### config.mk
export PLATFORM = sky130hd
export DESIGN_NAME = debounce_filter
export DESIGN_NICKNAME = d
export VERILOG_FILES = /design/src/rtl/debounce_filter.sv
export SDC_FILE = /design/constraint.sdc
export NUM_CORES = 1
export LEC_CHECK = 0
export CORE_ASPECT_RATIO = 0.75
export CORE_MARGIN = 2
export CORE_UTILIZATION = 34
export DETAILED_ROUTE_END_ITERATION = 10
export HOLD_SLACK_MARGIN = 0.05
export PLACE_DENSITY = 0.54
export SLEW_MARGIN = 20
export SYNTH_ARGS = -nofsm -noshare
export SYNTH_HDL_FRONTEND = slang
export SYNTH_SLANG_ARGS = --single-unit
### constraint.sdc
create_clock -name clk -period 2.5 [get_ports clk]
set_clock_uncertainty 0.15 [all_clocks]
set_input_delay 0.5 -clock clk [delete_from_list [all_inputs] [get_ports clk]]
set_output_delay 0.5 -clock clk [all_outputs]
set_load 0.03 [all_outputs]
### src/rtl/debounce_filter.sv
// debounce_filter
// Conditions a raw asynchronous input (pushbutton/switch) for synchronous
// logic: a SYNC_STAGES-deep synchroniser followed by a stable-count FSM that
// only lets the output follow once the synced input has held for STABLE_CNT
// cycles. Produces a clean registered level plus one-cycle rise/fall strobes.
//
// Optional feature: define DEBOUNCE_GLITCH_CNT_EN to add glitch_cnt[7:0], a
// saturating count of aborted transitions (cleared only by reset).
module debounce_filter #(
   parameter int SYNC_STAGES = 2,
   parameter int CNT_W       = 16,
   parameter int STABLE_CNT  = 50000
) (
   input  logic       clk,
   input  logic       rst_n,
   input  logic       din,
   output logic       dout,
   output logic       rise_pulse,
   output logic       fall_pulse
`ifdef DEBOUNCE_GLITCH_CNT_EN
   ,
   output logic [7:0] glitch_cnt
`endif
);

   // Terminal count: the FSM leaves the candidate state here, so cnt never wraps.
   localparam logic [CNT_W-1:0] CNT_LAST = CNT_W'(STABLE_CNT - 1);

   typedef enum logic [1:0] {
      S_LOW  = 2'd0,
      S_RISE = 2'd1,
      S_HIGH = 2'd2,
      S_FALL = 2'd3
   } state_t;

   logic [SYNC_STAGES-1:0] sync_reg;
   logic                   din_s;
   state_t                 state_reg;
   logic [CNT_W-1:0]       cnt_reg;

   // The last synchroniser flop is the only view of din the FSM gets.
   assign din_s = sync_reg[SYNC_STAGES-1];

   // Shift chain bringing din into the clk domain; bit 0 samples the raw pin.
   always_ff @(posedge clk) begin
      if (!rst_n) begin
         sync_reg <= '0;
      end else begin
         sync_reg <= {sync_reg[SYNC_STAGES-2:0], din};
      end
   end

   // Stable-count FSM with registered level, strobes and optional glitch count.
   always_ff @(posedge clk) begin
      if (!rst_n) begin
         state_reg  <= S_LOW;
         cnt_reg    <= '0;
         dout       <= 1'b0;
         rise_pulse <= 1'b0;
         fall_pulse <= 1'b0;
`ifdef DEBOUNCE_GLITCH_CNT_EN
         glitch_cnt <= 8'd0;
`endif
      end else begin
         // Strobes are one-cycle: cleared unless a transition completes below.
         rise_pulse <= 1'b0;
         fall_pulse <= 1'b0;
         case (state_reg)
            S_LOW: begin
               if (din_s) begin
                  state_reg <= S_RISE;
                  cnt_reg   <= '0;
               end
            end
            S_RISE: begin
               if (!din_s) begin
                  // Input bounced back before it was stable: abandon the rise.
                  state_reg <= S_LOW;
`ifdef DEBOUNCE_GLITCH_CNT_EN
                  if (glitch_cnt != 8'hFF) glitch_cnt <= glitch_cnt + 8'd1;
`endif
               end else if (cnt_reg == CNT_LAST) begin
                  state_reg  <= S_HIGH;
                  dout       <= 1'b1;
                  rise_pulse <= 1'b1;
               end else begin
                  cnt_reg <= cnt_reg + 1'b1;
               end
            end
            S_HIGH: begin
               if (!din_s) begin
                  state_reg <= S_FALL;
                  cnt_reg   <= '0;
               end
            end
            S_FALL: begin
               if (din_s) begin
                  // Input bounced back before it was stable: abandon the fall.
                  state_reg <= S_HIGH;
`ifdef DEBOUNCE_GLITCH_CNT_EN
                  if (glitch_cnt != 8'hFF) glitch_cnt <= glitch_cnt + 8'd1;
`endif
               end else if (cnt_reg == CNT_LAST) begin
                  state_reg  <= S_LOW;
                  dout       <= 1'b0;
                  fall_pulse <= 1'b1;
               end else begin
                  cnt_reg <= cnt_reg + 1'b1;
               end
            end
            default: begin
               state_reg <= S_LOW;
               dout      <= 1'b0;
            end
         endcase
      end
   end

endmodule
# ---- Word-level counts from Yosys, hierarchy flattened
# Index checks and enable logic that the tools add are counted.
dict set report word_totals {
  reg_bits 23
  romBits 0
  latchBits 0
  inputBits 3
  ramBits 0
  elab_cells 47
  mem_count 0
}
dict set report classes {
  order_cmp 0
  muxes 19
  div 0
  eq_ne 12
  shift 0
  multipliers 0
  bitwise_logic 2
  addsub 1
  reduce_logical 7
}
# cell count
set op_table {}
lappend op_table {{16-bit two-way mux} 5}
lappend op_table {{16-bit one-hot mux with 4 select lines} 1}
lappend op_table {{16-bit by 1-bit adder with 16-bit output, second input constant} 1}
lappend op_table {{16-bit == test, second input constant} 1}
lappend op_table {{2-bit two-way mux} 6}
lappend op_table {{2-bit inequality test, second input constant} 6}
lappend op_table {{2-bit one-hot mux with 4 select lines} 1}
lappend op_table {{4-bit AND reduction} 2}
lappend op_table {{3-bit inequality test, second input constant} 2}
lappend op_table {{1-bit two-way mux} 5}
lappend op_table {{5-bit AND reduction} 1}
lappend op_table {{2-bit == test, second input constant} 2}
lappend op_table {{3-bit AND reduction} 1}
lappend op_table {{3-bit OR reduction} 1}
lappend op_table {{2-bit by 1-bit == test with 1-bit output, second input constant} 1}
lappend op_table {{2-bit zero test} 1}
lappend op_table {{1-bit NOT} 2}
lappend op_table {{1-bit one-hot mux with 2 select lines} 1}
lappend op_table {{2-bit nonzero test} 1}

# ---- Logic depth before layout (Yosys ltp)
dict set report logic_depth {
  ltp_word 4
  depth_mapped 7
}

# ---- Least setup slack after synthesis
# Ideal clock, no wire load.
dict set report synth_timing {
  kind {register to register}
  from {register cnt_reg[0]}
  to {register cnt_reg[2]}
  setup_time_ps 74
  path_stages_with_launch 7
  arrival_time_ps 1678
  slack_ps 598
  path_cell_list {dfxtp_1 > ha_1 > and4b_4 > and4_1 > buf_6 > or4_1 > a31oi_1}
}
dict set report synth_via {
  elab_chain_cells 4
  elab_cells_between_ends 6
  classes_between {add/sub: 1; eq/ne: 1; mux: 4}
}
# item line
set synth_lines {}
lappend synth_lines {{start: declaration} 39} ;# logic [CNT_W-1:0] cnt_reg;
lappend synth_lines {{start signal: assignment} 87} ;# cnt_reg <= cnt_reg + 1'b1;
lappend synth_lines {{start signal: assignment} 108} ;# cnt_reg <= cnt_reg + 1'b1;
lappend synth_lines {{16-bit by 1-bit adder with 16-bit output or 16-bit == test (tied branches)} --}
lappend synth_lines {{16-bit two-way mux *} {82, 103}}
lappend synth_lines {{16-bit two-way mux, on equally long branches} {97, 76}}
lappend synth_lines {{16-bit one-hot mux with 4 select lines *} 68} ;# case (state_reg)
# Mark *: on every way between the ends. The rest lies on a longest branch, timed or not. The select of a mux whose other input is x is not followed.
# A chain may end at the register's enable or synchronous reset.

# ---- Worst setup path in the final report
# Ends and elaborated chain as after synthesis.

==> flow_metrics.tcl <==
set metrics [dict create \
    yosysUniqueCellTypes 40 \
    finalCritPeriodShare 0.876 \
    synth-seq-cells 23 \
    startpoint_type "flip-flop" \
    clkSlewWorstSetupHoldPaths_ns 0.08 \
    comb_power_share 0.061 \
    row_count 19 \
    crit_fanout 19 \
    tightest_slew_ns 0.700 \
    status "completed" \
    diodes 0 \
    regArea_um2 460 \
    r2r-start "cnt_reg[0]$_SDFFE_PN0P_" \
    nets 156 \
    multi_input_area_um2 753 \
    initial_core_util 0.352 \
    dp.cells 199 \
    synthFlopType "dfxtp_1" \
    cts.hold.buffers_added 0 \
    fin_area_um2 1420 \
    drt-vias-per-instance 5.95 \
    setup_tns_ns 0 \
    arrival_ns 2.25 \
    peakVddDrop_uv 231 \
    grt_pass1_wl_um 5760 \
    whs_path_depth 1 \
    synth_edf_count 0 \
    postRouteAntennaNets 0 \
    static-leakage-power_uw 0.000425 \
    setup_viol 0 \
    top_layer "met4" \
    holdPathEnd "sync_reg[1]$_SDFF_PN0_" \
    placed_cell_area_um2 1370 \
    maxCapViolations 0 \
    core_um2 3610 \
    worst_setup_path_end_kind "flip-flop" \
    cts_sinks 23 \
    grt.overflow.total 0 \
    drc 0 \
    final_max_slew_viol_count 0 \
    dr.pass1.iters 7 \
    grt_max_degree 22 \
    rsz0062_at_grt "no" \
    switching_power_uw 150 \
    htree_levels 1 \
    grt_pass1_vias 1142 \
    die-area_um2 4250 \
    clockRootBuffer "clkbuf_8" \
    cts_tree "built" \
    die-width_um 74.6 \
    ys_seq_area_frac 0.362 \
    post-cts-setup-buffers 0 \
    cts_buffer_depth 2 \
    clkPwrFrac 0.366 \
    fillers 376 \
    io_buffers 5 \
    wl_met1_um 1660 \
    drt-initial-drc-count 100 \
    syn_avg_cell_area_um2 8.60 \
    clk_latency_ns 0.27 \
    yosys_warnings 0 \
    vias 1208 \
    sequentialPowerShare 0.573 \
    syn_area_um2 1270 \
    hold_path_startpoint "sync_reg[0]$_SDFF_PN0_" \
    reg2reg_depth 5 \
    netlist_instances 148 \
    maxSlewHeadroom 0.533 \
    met3_length_um 169 \
    grt_use_total 0.178 \
    wl_per_cell_um 16.0 \
    async_reset_ff_frac 0 \
    power_density_nw_per_um2 458 \
    worstPathRequired_ns 2.56 \
    syn2layout_area_growth_pct 11.5 \
    wirelength_um 3240 \
    route.met2.wl_um 1400 \
    gp_congestion 0.836 \
    antenna_found_initial 0 \
    syn-num-nets 152 \
    fmax_ghz 0.457 \
    layout-drive-gt1-share 0.0662 \
    fin_cells 203 \
    cts_made_buffers 3 \
    intPower_uw 499 \
    critPathKind "reg -> reg" \
    hold_viol 0 \
    die_h_um 57.0 \
    reg2reg_slack_ns 0.31 \
    io_pins 6 \
    dpl.hpwl_um 2210 \
    period_needed_ns 2.19 \
    crit-reg2reg-capture "cnt_reg[2]$_SDFFE_PN0P_" \
    hold_class "reg -> reg" \
    cts.repair.resized 0 \
    swShare 0.231 \
    largest_register_ffs 16 \
]
-- power groups by stage --
stage / Combinational (µW) / Clock (µW) / Sequential [µW]
finish: 39.6 / 238 / 372
global route: 43.9 / 264 / 373
CTS: 39.9 / 246 / 372
detailed placement: 39.8 / 0 / 381
global placement: 39.0 / 0 / 380
floorplan: 21.5 / 0 / 383
-- worst max path at each step --
stage / from / end / slack, ns / depth (start not counted)
floorplan: cnt_reg[0]$_SDFFE_PN0P_ / cnt_reg[2]$_SDFFE_PN0P_ / 0.60 / 6
global placement: cnt_reg[0]$_SDFFE_PN0P_ / cnt_reg[2]$_SDFFE_PN0P_ / 0.38 / 5
detailed placement: cnt_reg[0]$_SDFFE_PN0P_ / cnt_reg[2]$_SDFFE_PN0P_ / 0.35 / 5
CTS: cnt_reg[0]$_SDFFE_PN0P_ / cnt_reg[2]$_SDFFE_PN0P_ / 0.32 / 5
global route: cnt_reg[0]$_SDFFE_PN0P_ / cnt_reg[2]$_SDFFE_PN0P_ / 0.04 / 5
finish: cnt_reg[0]$_SDFFE_PN0P_ / cnt_reg[2]$_SDFFE_PN0P_ / 0.31 / 5
-- metrics by stage --
stage	hold WS (ns)	total power [µW]	worst slack, ns	utilization
6_report	0.294	649	0.310	0.393
5_1_grt	0.313	680	0.0397	0.393
4_1_cts	0.296	658	0.325	0.393
3_5_place_dp	0.276	421	0.351	0.380
3_3_place_gp	0.270	419	0.381	0.380
2_1_floorplan	0.262	405	0.598	-
-- synth_stat cells, types with 2 or more instances --
library cell,number,area [µm²]
and3_1,3,18.8
nor4_1,3,18.8
a21oi_1,7,35.0
o211ai_1,3,22.5
nor2b_1,2,12.5
or4_1,3,22.5
nor4bb_1,2,20.0
nand4b_1,3,26.3
buf_2,2,10.0
nand2_1,11,41.3
nand3_1,9,45.0
o22ai_1,2,12.5
nand4_1,9,56.3
nand3b_1,3,22.5
inv_1,2,7.51
and4_1,4,35.0
dfxtp_1,23,460
o21ai_0,5,25.0
o311ai_0,3,26.3
nand2b_1,5,31.3
and2_1,6,37.5
clkbuf_1,8,30.0
a31oi_1,2,12.5
o31ai_1,2,15.0
or3_1,2,12.5
nor4b_1,2,17.5
a211oi_1,6,45.0
o32ai_1,4,35.0
-- final cells by class --
cell class,count,share of cell area
multi-input combinational,112,0.531
tap,52,0.0459
inverter,2,0.00529
clock buffer,4,0.0317
timing repair buffer,10,0.0617
sequential,23,0.325
-- metal layers --
metal  vias up  global-route usage
met5         -                   0
met4         0              0.0612
met3         4              0.0424
met2        29               0.238
met1       584               0.277
li1        591                   -
-- critical path, cell delays in order (launching register included) --
cell     delay (ns)
dfxtp_1        0.36
ha_1           0.27
and4b_4        0.22
and4_1         0.42
or4_1          0.55
a31oi_1        0.16
-- cells by family (layout without fill, tap and decap cells) --
kind of cell             count (synthesis)  count (layout)  synth area share
adder cells (fa/ha/maj)                  1               1           0.00983
multiplexers                             1               1           0.00787
AO/OA/AOI/OAI                           37              37             0.200
buffers and inverters                   13              16            0.0462
AND/OR/NAND/NOR                         72              72             0.368
XOR/XNOR                                 1               1           0.00688
flip-flops                              23              23             0.362
-- placed cells by master (no fill, tap or decap), types with 4 or more instances in the layout --
cell / n
dfxtp_1: 23
nand2_1: 11
nand4_1: 9
nand3_1: 9
a21oi_1: 7
and2_1: 6
a211oi_1: 6
o21ai_0: 5
nand2b_1: 5
clkdlybuf4s50_1: 5
buf_4: 5
and4_1: 4
o32ai_1: 4
Power figures use the tool's default switching activity.
